**src/rtl/hazard_pkg.sv**
```systemverilog
// Shared types and constants for the pipeline hazard/issue controller.
package hazard_pkg;

  localparam int unsigned REG_W           = 4;
  localparam int unsigned CNT_W           = 4;
  localparam int unsigned VEC_LAT_DEFAULT = 4;

  typedef enum logic [0:0] {
    IDLE,
    VEC_RUN
  } vec_state_t;

endpackage

```
**src/rtl/vec_occupancy_timer.sv**
```systemverilog
// Occupancy timer for the shared fixed-latency vector unit: busy for VEC_LAT-1 cycles
// after each issue.
module vec_occupancy_timer
  import hazard_pkg::*;
#(
  parameter int unsigned VEC_LAT = VEC_LAT_DEFAULT
) (
  input  logic clk,
  input  logic reset,
  input  logic issue,
  output logic busy
);

  vec_state_t       state_q, state_d;
  logic [CNT_W-1:0] cnt_q, cnt_d;

  always_comb begin
    state_d = state_q;
    cnt_d   = cnt_q;
    case (state_q)
      IDLE: begin
        if (issue) begin
          state_d = VEC_RUN;
          cnt_d   = CNT_W'(VEC_LAT - 1);
        end
      end
      VEC_RUN: begin
        // Runs to completion; flushes and redirects cannot cancel an issued op.
        cnt_d = cnt_q - 1'b1;
        if (cnt_q == CNT_W'(1)) begin
          state_d = IDLE;
        end
      end
      default: state_d = IDLE;
    endcase
  end

  always_ff @(posedge clk) begin
    if (reset) begin
      state_q <= IDLE;
      cnt_q   <= '0;
    end else begin
      state_q <= state_d;
      cnt_q   <= cnt_d;
    end
  end

  assign busy = (state_q == VEC_RUN);

endmodule

```
**src/rtl/hazard_ctrl.sv**
```systemverilog
// Pipeline hazard/issue controller: load-use, PC-write and vector-busy stalls plus redirects.
// Optional StallD performance counter enabled by defining HAZARD_PERF_EN.
module hazard_ctrl
  import hazard_pkg::*;
#(
  parameter int unsigned VEC_LAT = VEC_LAT_DEFAULT
) (
  input  logic             clk,
  input  logic             reset,
  input  logic [REG_W-1:0] RA1D,
  input  logic [REG_W-1:0] RA2D,
  input  logic [REG_W-1:0] WA3E,
  input  logic             MemtoRegE,
  input  logic             RegWriteE,
  input  logic             PCSrcD,
  input  logic             PCSrcE,
  input  logic             PCSrcM,
  input  logic             PCSrcW,
  input  logic             BranchTakenE,
  input  logic             VecOpD,
  output logic             StallF,
  output logic             StallD,
  output logic             FlushD,
  output logic             FlushE,
  output logic             VecIssueE,
  output logic             VecBusy,
  output logic [31:0]      StallCycles
);

  logic ldr_stall;
  logic pc_pend;
  logic redirect;
  logic vec_stall;
  logic timer_busy;

  assign ldr_stall = MemtoRegE & RegWriteE & ((WA3E == RA1D) | (WA3E == RA2D));
  assign pc_pend   = PCSrcD | PCSrcE | PCSrcM;
  assign redirect  = BranchTakenE | PCSrcW;

  // The timer may still hold VEC_RUN during the reset cycle; hide it until the edge.
  assign VecBusy   = timer_busy & ~reset;
  assign vec_stall = VecOpD & VecBusy;

  assign StallD = (ldr_stall | vec_stall) & ~redirect & ~reset;
  assign StallF = (ldr_stall | vec_stall | pc_pend) & ~redirect & ~reset;
  assign FlushD = pc_pend | redirect | reset;
  assign FlushE = ldr_stall | vec_stall | BranchTakenE | reset;

  assign VecIssueE = VecOpD & ~timer_busy & ~ldr_stall & ~FlushD;

  vec_occupancy_timer #(
    .VEC_LAT (VEC_LAT)
  ) u_vec_timer (
    .clk   (clk),
    .reset (reset),
    .issue (VecIssueE),
    .busy  (timer_busy)
  );

`ifdef HAZARD_PERF_EN
  logic [31:0] stall_cycles_q;

  always_ff @(posedge clk) begin
    if (reset) begin
      stall_cycles_q <= '0;
    end else if (StallD) begin
      stall_cycles_q <= stall_cycles_q + 32'd1;
    end
  end

  assign StallCycles = stall_cycles_q;
`else
  assign StallCycles = '0;
`endif

endmodule

```
**config.mk**
```make
export PLATFORM = sky130hd
export DESIGN_NAME = hazard_ctrl
export DESIGN_NICKNAME = d
export VERILOG_FILES = /design/src/rtl/hazard_pkg.sv /design/src/rtl/vec_occupancy_timer.sv /design/src/rtl/hazard_ctrl.sv
export SDC_FILE = /design/constraint.sdc
export NUM_CORES = 1
export LEC_CHECK = 0
export BUFFER_PORTS_ARGS = -buffer_cell sky130_fd_sc_hd__buf_2
export CAP_MARGIN = 0
export CORE_MARGIN = 2
export CORE_UTILIZATION = 40
export CTS_CLUSTER_DIAMETER = 30
export DETAILED_ROUTE_END_ITERATION = 16
export PLACE_DENSITY = 0.81
export SLEW_MARGIN = 20
export SYNTH_ARGS = -nofsm -noshare
export SYNTH_HDL_FRONTEND = slang
export SYNTH_HIERARCHICAL = 1
export SYNTH_SLANG_ARGS = --single-unit
export TNS_END_PERCENT = 100
```
**constraint.sdc**
```tcl
create_clock -name clk -period 3.87 [get_ports clk]
set_input_delay 0.9675 -clock clk [delete_from_list [all_inputs] [get_ports clk]]
set_output_delay 0.9675 -clock clk [all_outputs]
set_load 0.005 [all_outputs]
```
==> results of run 1 <==
power breakdown:
group / internal [uW] / switching, uW / total, uW
registers: 52.3 / 0.867 / 53.2
logic: 15.9 / 22.8 / 38.6
clock network: 38.9 / 19.6 / 58.5
critical path, delay by kind of cell:
kind | cells | cell delay (ns)
buffers and inverters | 2 | 0.32
and+or+nand+nor | 3 | 0.93
routing by layer:
| metal | vias up | GRT usage [%] |
|---|---|---|
| li1 | 269 | - |
| met1 | 236 | 10.7 |
| met2 | 36 | 22.6 |
| met3 | 2 | 4.80 |
| met4 | 0 | 5.29 |
| met5 | - | 0 |
layout make-up:
class	instances	area [sq um]
Fill cell	152	828
Multi-Input combinational cell	71	438
Timing Repair Buffer	27	135
Sequential cell	5	100
Clock buffer	4	26.3
Tap cell	16	20.0
Inverter	3	11.3
per-stage QoR:
stage          total power (uW)  setup slack (ns)  std cells  util, %
6_report                    150             0.674        126     46.9
2_1_floorplan              98.3              1.05        112        -
3_3_place_gp               90.5             0.709        122     45.2
4_1_cts                     153             0.661        126     46.9
3_5_place_dp               92.0             0.669        122     45.2
5_1_grt                     161             0.614        126     46.9
path summary, 6_finish.rpt:
path	start	end	slack (ns)	cells past startpoint
max	reset	VecIssueE	0.67	5
min reg2reg	u_vec_timer/cnt_q[3]	u_vec_timer/cnt_q[3]	0.50	2
min	u_vec_timer/cnt_q[3]	u_vec_timer/cnt_q[3]	0.50	2
max reg2reg	u_vec_timer/busy	u_vec_timer/cnt_q[2]	2.54	4
flip-flops by register name, summed over array words and instances (netlist names):
name,cells
u_vec_timer/cnt_q,4
u_vec_timer/busy,1
cells by family (layout without fill, tap and decap cells):
group / count (synthesis) / after routing
buffers and inverters: 36 / 34
and+or+nand+nor: 18 / 18
AOI/OAI and AO/OA: 11 / 11
xor gates and xnor gates: 8 / 8
DFF: 5 / 5
adders and majority gates: 2 / 2
other: 1 / 32
placed cells by master (no fill, tap or decap):
master	synthesis	layout
nor2_1	2	2
nor4_2	2	2
nand3b_1	2	2
inv_1	3	3
a211oi_1	2	2
buf_2	0	27
nor2_2	1	1
or3_1	1	1
nand3_1	1	1
o21ai_1	1	1
nor3_1	4	4
o31a_1	1	1
o211ai_2	1	1
clkbuf_1	0	1
nor2b_1	1	1
ha_1	2	2
clkbuf_4	0	3
a31oi_2	1	1
dfxtp_1	5	5
a311oi_1	1	1
and2b_1	1	1
xor2_1	8	8
nand2_1	1	1
nand2b_4	1	1
o21ai_0	1	1
conb_1	1	32
nor4b_4	1	1
a21oi_1	3	3
==> impl_metrics.yaml, run 1 <==
synthesis:
  synthAdderAreaFrac_pct: 3.66
  synth_xor_area_share_pct: 10.2
  synth_common_cells: "32 x buf_4, 8 x xor2_1, 5 x dfxtp_1"
  synthDistinctLibCells: 27
  synth_area_leaders: "buf_4 35%, dfxtp_1 15%, xor2_1 10%, ha_1 3.7%, nor4_2 3.7%"
  async_flop_share_pct: 0
  mappedNetlistArea_sq_um: 684
  synth_edf_count: 0
  synth_compound_gate_area_share_pct: 12.1
  ys_ff_latch: 5
  synth_top_family_by_area: "buffers and inverters"
  synth_top_area_share_pct: 35.1
  ys_warn_count: 6
  syn_area_per_cell_sq_um: 8.45
  seq_area_frac_synth_pct: 14.6
  synth_flop_cell: "dfxtp_1"
  synthMuxAreaShare_pct: 0
  yosys.area_share.simple_pct: 20.5
  synth_most_common_cell: "buf_4"
  syn_inst: 81
  synth_top_cell_by_area: "buf_4"
setup_path:
  crit_fanout: 8
  critPathCaptureType: "output pin"
  required_ns: 2.90
  critical_path.most_common_cell: "buf_2"
  critical_path.max_stage_delay_ns: 0.43
  arrival_ns: 2.23
  crit_type: "input port to output pin"
  cp-start-kind: "input port"
  worstPathCellList: "buf_2 > or3_1 > nand2b_4 > nor4b_4 > buf_2"
  cp_slowest_cell: "or3_1"
finish:
  nNetsFinal: 135
  stdcell_area_sq_um: 731
  drive_gt1_share_pct: 33.6
  antenna-diode-count: 0
  area_growth_pct: 6.76
sta:
  hold_viol: 0
  worst_pin_slew_ns: 0.529
  slew_violations: 0
  fin_skew_ns: 0.00354
  max_slew_margin_pct: 64.4
  min_period_over_period_pct: 82.6
  fin_setup_tns_ns: 0
  setup_viol: 0
  layout_min_cycle_time_ns: 3.20
  rsz0062_at_grt: "no"
  fmax_mhz: 313
  holdWs_ns: 0.495
clocking:
  clock-sinks: 5
  cts.path.max_buffers: 2
  htreeDepth: 1
  cts_tree: "yes"
  cts_hold_buf: 0
  clk_latency_ns: 0.24
  clk_pin_slew_ns: 0.04
  cts_setup_buffers: 0
  cts_inserted_buffers: 3
  cts_resized: 0
  cts_root_buf: "clkbuf_4"
grt:
  grt_start_max_net_pins: 13
  grt-ovfl-total: 0
  track_usage_pct: 11.8
  antenna_found_initial: 0
  grt_pass1_vias: 415
  grt_pass1_wl_mm: 1.70
die:
  io_pins: 60
  core_area_sq_um: 1560
  start_util_pct: 43.9
  fp-row-count: 14
  die_x_um: 45.4
  die-area_sq_um: 2060
  die_h_um: 45.4
pwr:
  vdd_ir_drop_max_mv: 0.175
  p_per_area_nw_per_um2: 206
  p_leak_uw: 0.000379
run:
  drv_cap: 0
detailed_routing:
  drc: 0
  finalWirelength_mm: 1.29
  wl_per_cell_um: 10.2
  met3RoutedLength_um: 141
  maxUsedRoutingLayer: "met4"
  dr.pass1.iters: 4
  wl_met1_um: 446
  drtIter0Drc: 10
  vias: 543
  routed-wl-met2_um: 697
  antenna_left: 0
  detail_route.vias_per_cell: 4.31
place:
  port_buffers: 27
  place_area_sq_um: 704
  dpl.hpwl_mm: 1.13
  place_congestion: 0.658
min_path:
  min_path_type: "register to register"
run_status:
  status: "completed"
No activity file was read; power rests on OpenSTA's default activity.
==> run 2: changes to the inputs <==
--- a/config.mk
+++ b/config.mk
@@ -8,10 +8,10 @@
 export BUFFER_PORTS_ARGS = -buffer_cell sky130_fd_sc_hd__buf_2
 export CAP_MARGIN = 0
 export CORE_MARGIN = 2
-export CORE_UTILIZATION = 40
+export CORE_UTILIZATION = 33
 export CTS_CLUSTER_DIAMETER = 30
 export DETAILED_ROUTE_END_ITERATION = 16
-export PLACE_DENSITY = 0.81
+export PLACE_DENSITY = 0.71
 export SLEW_MARGIN = 20
 export SYNTH_ARGS = -nofsm -noshare
 export SYNTH_HDL_FRONTEND = slang
==> constraint.sdc (replaced) <==
create_clock -name clk -period 2.6 [get_ports clk]
set_input_delay 0.65 -clock clk [delete_from_list [all_inputs] [get_ports clk]]
set_output_delay 0.65 -clock clk [all_outputs]
set_load 0.005 [all_outputs]
==> run 2 against run 1 <==
Via count is 3.7% higher. Count of clock-buffer cells in the layout is the same. Critical path depth unchanged. Non-clock buffer count up 3. Sequential cell count is the same. Register-to-register slack lost 1.3 ns. Utilization fell by 7.8 points. First-iteration DRC count down 30%. Global-route usage shrank 1.6 points. Final cell count is 11% higher. Largest power group unchanged.
==> impl_metrics.yaml, run 2 (same netlist as run 1, synthesis figures left out) <==
die:
  die-area_sq_um: 2450
  core_area_sq_um: 1960
  die_h_um: 49.5
  fp-row-count: 16
  die_x_um: 49.5
  start_util_pct: 34.9
  io_pins: 60
sta:
  min_period_over_period_pct: 92.3
  rsz0062_at_grt: "no"
  hold_viol: 0
  fmax_mhz: 417
  setup_viol: 0
  layout_min_cycle_time_ns: 2.40
  setup_slack_ns: 0.199
  fin_setup_tns_ns: 0
  fin_skew_ns: 0.00678
  slew_violations: 0
pwr:
  vdd_ir_drop_max_mv: 0.256
  p_leak_uw: 0.000395
  power_uw: 228
  p_per_area_nw_per_um2: 298
detailed_routing:
  wl_per_cell_um: 9.34
  finalWirelength_mm: 1.31
  detail_route.vias_per_cell: 4.02
  dr.pass1.iters: 3
  drc: 0
  vias: 563
  antenna_left: 0
  drtIter0Drc: 7
setup_path:
  cp-start-kind: "input port"
  crit_type: "input port to output pin"
  crit_fanout: 3
  required_ns: 1.95
  arrival_ns: 1.75
  critPathCaptureType: "output pin"
run:
  drv_cap: 0
finish:
  antenna-diode-count: 0
  area_growth_pct: 12.1
  drive_gt1_share_pct: 35.4
  mostFrequentLayoutCells: "32 x conb_1, 27 x buf_2, 8 x xor2_1"
  final_common_cell: "conb_1"
  post-route-util_pct: 39.1
  regMostFlops: "u_vec_timer/cnt_q"
  largest_reg_flops: 4
  nNetsFinal: 138
clocking:
  cts_resized: 0
  clock-sinks: 5
  cts_setup_buffers: 0
  clk_pin_slew_ns: 0.05
  cts_hold_buf: 0
  clk_latency_ns: 0.24
  cts_root_buf: "clkbuf_4"
  cts_inserted_buffers: 3
  cts.path.max_buffers: 2
  cts_tree: "yes"
  htreeDepth: 1
place:
  place_congestion: 0.733
  dp_slack_ns: 0.201
  dpl.hpwl_mm: 1.15
  port_buffers: 27
grt:
  grt_pass1_vias: 475
  track_usage_pct: 10.3
  grt_pass1_wl_mm: 1.93
  grt-ovfl-total: 0
  grt_start_max_net_pins: 13
  antenna_found_initial: 0
min_path:
  min_path_type: "register to register"
run_status:
  status: "completed"
## run 2: worst paths after layout
check,from,end,slack (ns),cells past startpoint
setup reg to reg,u_vec_timer/busy,u_vec_timer/cnt_q[2],1.21,5
hold / removal,u_vec_timer/cnt_q[3],u_vec_timer/cnt_q[3],0.49,2
hold reg to reg,u_vec_timer/cnt_q[3],u_vec_timer/cnt_q[3],0.49,2
setup / recovery,reset,VecIssueE,0.20,5
## run 2: layout make-up
class,instances,area (sq um)
Multi-Input combinational cell,71,438
Inverter,3,11.3
Sequential cell,5,100
Tap cell,27,33.8
Timing Repair Buffer,30,158
Clock buffer,4,26.3
Fill cell,223,1190
## run 2: layer usage
metal,vias to the layer above,global-route usage [%],wire (um)
met5,-,0,0
met4,0,5.56,0
met3,0,3.33,161
met2,39,16.9,631
met1,251,11.6,514
li1,273,-,-
## run 2: worst max-delay path: stages
cell,delay [ns]
buf_2,0.10
or3_1,0.42
nand2b_4,0.17
nor4b_4,0.24
buf_2,0.16
## run 2: through the flow
stage / hold WS [ns] / cells / area (sq um)
after floorplan: 0.461 / 112 / 801
after global placement: 0.481 / 136 / 741
after detailed placement: 0.482 / 136 / 741
after CTS: 0.489 / 140 / 767
after global routing: 0.514 / 140 / 767
final: 0.494 / 140 / 767
## run 2: power breakdown
part / switching [uW] / internal (uW) / total, uW / leakage [uW]
sequential: 1.24 / 77.8 / 79.0 / 0.0000403
combinational: 33.8 / 25.4 / 59.2 / 0.000340
clock: 31.9 / 58.0 / 90.0 / 0.0000150
total: 67.0 / 161 / 228 / 0.000395
==> run 3: changes to the inputs <==
--- a/config.mk
+++ b/config.mk
@@ -12,6 +12,7 @@
 export CTS_CLUSTER_DIAMETER = 30
 export DETAILED_ROUTE_END_ITERATION = 16
 export PLACE_DENSITY = 0.71
+export SETUP_SLACK_MARGIN = 0.2
 export SLEW_MARGIN = 20
 export SYNTH_ARGS = -nofsm -noshare
 export SYNTH_HDL_FRONTEND = slang
==> run 3 against run 2 <==
Sequential power about the same. Die area unchanged. Final cell count unchanged. Count of clock-buffer cells in the layout unchanged. Combinational power increased by 33%. First-iteration DRC count decreased by 43%. Largest cell class unchanged. Highest routed layer unchanged.
==> impl_metrics.yaml, run 3 (same netlist as run 1, synthesis figures left out) <==
detailed_routing:
  finalWirelength_mm: 1.49
  drtIter0Drc: 4
  wl_per_cell_um: 10.7
  detail_route.vias_per_cell: 4.01
  antenna_left: 0
  dr.pass1.iters: 2
  vias: 561
  drc: 0
place:
  port_buffers: 27
  dpl.hpwl_mm: 1.15
  place_area_sq_um: 741
  dp_slack_ns: 0.201
  place_congestion: 0.733
  dp.cells: 136
grt:
  antenna_found_initial: 0
  track_usage_pct: 10.5
  grt-ovfl-total: 0
  grt_pass1_vias: 491
  grt_pass1_wl_mm: 1.99
  grt_start_max_net_pins: 13
run_status:
  status: "completed"
clocking:
  cts_root_buf: "clkbuf_4"
  clk_latency_ns: 0.24
  htreeDepth: 1
  cts.path.max_buffers: 2
  cts_setup_buffers: 0
  cts_tree: "yes"
  cts_inserted_buffers: 3
  clk_pin_slew_ns: 0.05
  clock-sinks: 5
die:
  core_area_sq_um: 1960
  die_x_um: 49.5
  die-area_sq_um: 2450
  io_pins: 60
  start_util_pct: 34.9
  fp-row-count: 16
  die_h_um: 49.5
min_path:
  holdPathEnd: "u_vec_timer/cnt_q[3]"
  min_path_type: "register to register"
  min_from: "u_vec_timer/cnt_q[3]"
  min_path_cells: 2
setup_path:
  critPathCaptureType: "output pin"
  crit_type: "input port to output pin"
  cp-start-kind: "input port"
  critical_path.most_common_cell: "buf_2"
  arrival_ns: 1.72
  critical_path.max_stage_delay_ns: 0.40
  crit_fanout: 3
  reg2reg_from: "u_vec_timer/busy"
  required_ns: 1.95
  rrSetupSlack_ns: 1.20
  cp_slowest_cell: "or3_4"
  worstPathCellList: "buf_2 > or3_4 > nand2b_4 > nor4b_4 > buf_2"
  reg2reg_to: "u_vec_timer/cnt_q[2]"
  reg2reg_depth: 5
sta:
  layout_min_cycle_time_ns: 2.37
  setup_viol: 0
  fin_skew_ns: 0.00663
  setup_slack_ns: 0.229
  rsz0062_at_grt: "yes"
  min_period_over_period_pct: 91.2
  hold_viol: 0
  fmax_mhz: 422
  fin_setup_tns_ns: 0
  slew_violations: 0
run:
  drv_cap: 0
finish:
  fin_cells: 140
  mostFrequentLayoutCells: "32 x conb_1, 20 x buf_2, 7 x xor2_2"
  stdcell_area_sq_um: 881
  antenna-diode-count: 0
  final_common_cell: "conb_1"
  largest_reg_flops: 4
  regMostFlops: "u_vec_timer/cnt_q"
  drive_gt1_share_pct: 42.5
  nNetsFinal: 138
  area_growth_pct: 28.7
pwr:
  vdd_ir_drop_max_mv: 0.262
  p_per_area_nw_per_um2: 281
  p_leak_uw: 0.000423
## run 3: changes by cell type in the layout (fill, tap and decap cells not counted)
| cell | change |
|---|---|
| xor2_1 | -7 |
| buf_8 | +1 |
| xor2_2 | +7 |
| nor4_2 | -1 |
| buf_6 | +6 |
| or3_4 | +1 |
| nor4_4 | +1 |
| buf_2 | -7 |
| or3_1 | -1 |
## run 3: layout make-up
cell class | count | area [sq um]
tap | 27 | 33.8
fill | 205 | 1080
inverter | 3 | 11.3
multi-input combinational | 71 | 504
sequential | 5 | 100
timing repair buffer | 30 | 205
clock buffer | 4 | 26.3
## run 3: worst max path at each step
stage                  from   endpoint  cells after the start
floorplan             reset  VecIssueE                      3
global placement      reset  VecIssueE                      5
detailed placement    reset  VecIssueE                      5
CTS                 RA1D[2]     StallF                      6
global route        WA3E[0]     StallF                      6
finish                reset  VecIssueE                      5
## run 3: worst max-delay path, delay by kind of cell
kind	cells	cell delay, ns
buffers and inverters	2	0.27
and+or+nand+nor	3	0.80
## run 3: power by group
group	switching (uW)	internal, uW
sequential	1.25	77.8
clock	31.9	58.0
combinational	41.6	37.3
## run 3: timing repair
item                                    CTS  global route
pin swaps                                 0             4
hold buffers                              0             0
endpoints found under the setup margin    1             3
gates resized for setup                   1            19
## run 3: metrics by stage
stage               hold slack [ns]  utilization, %  total power [uW]
floorplan                     0.461               -               146
global placement              0.481            37.8               138
detailed placement            0.482            37.8               139
CTS                           0.489            39.3               233
global route                  0.514            44.9               267
finish                        0.495            44.9               248
## run 3: layer usage
metal | track usage [%] | part of all wire [%]
met5 | 0 | 0
met4 | 5.56 | 0
met3 | 3.33 | 11
met2 | 17.8 | 52
met1 | 11.6 | 37
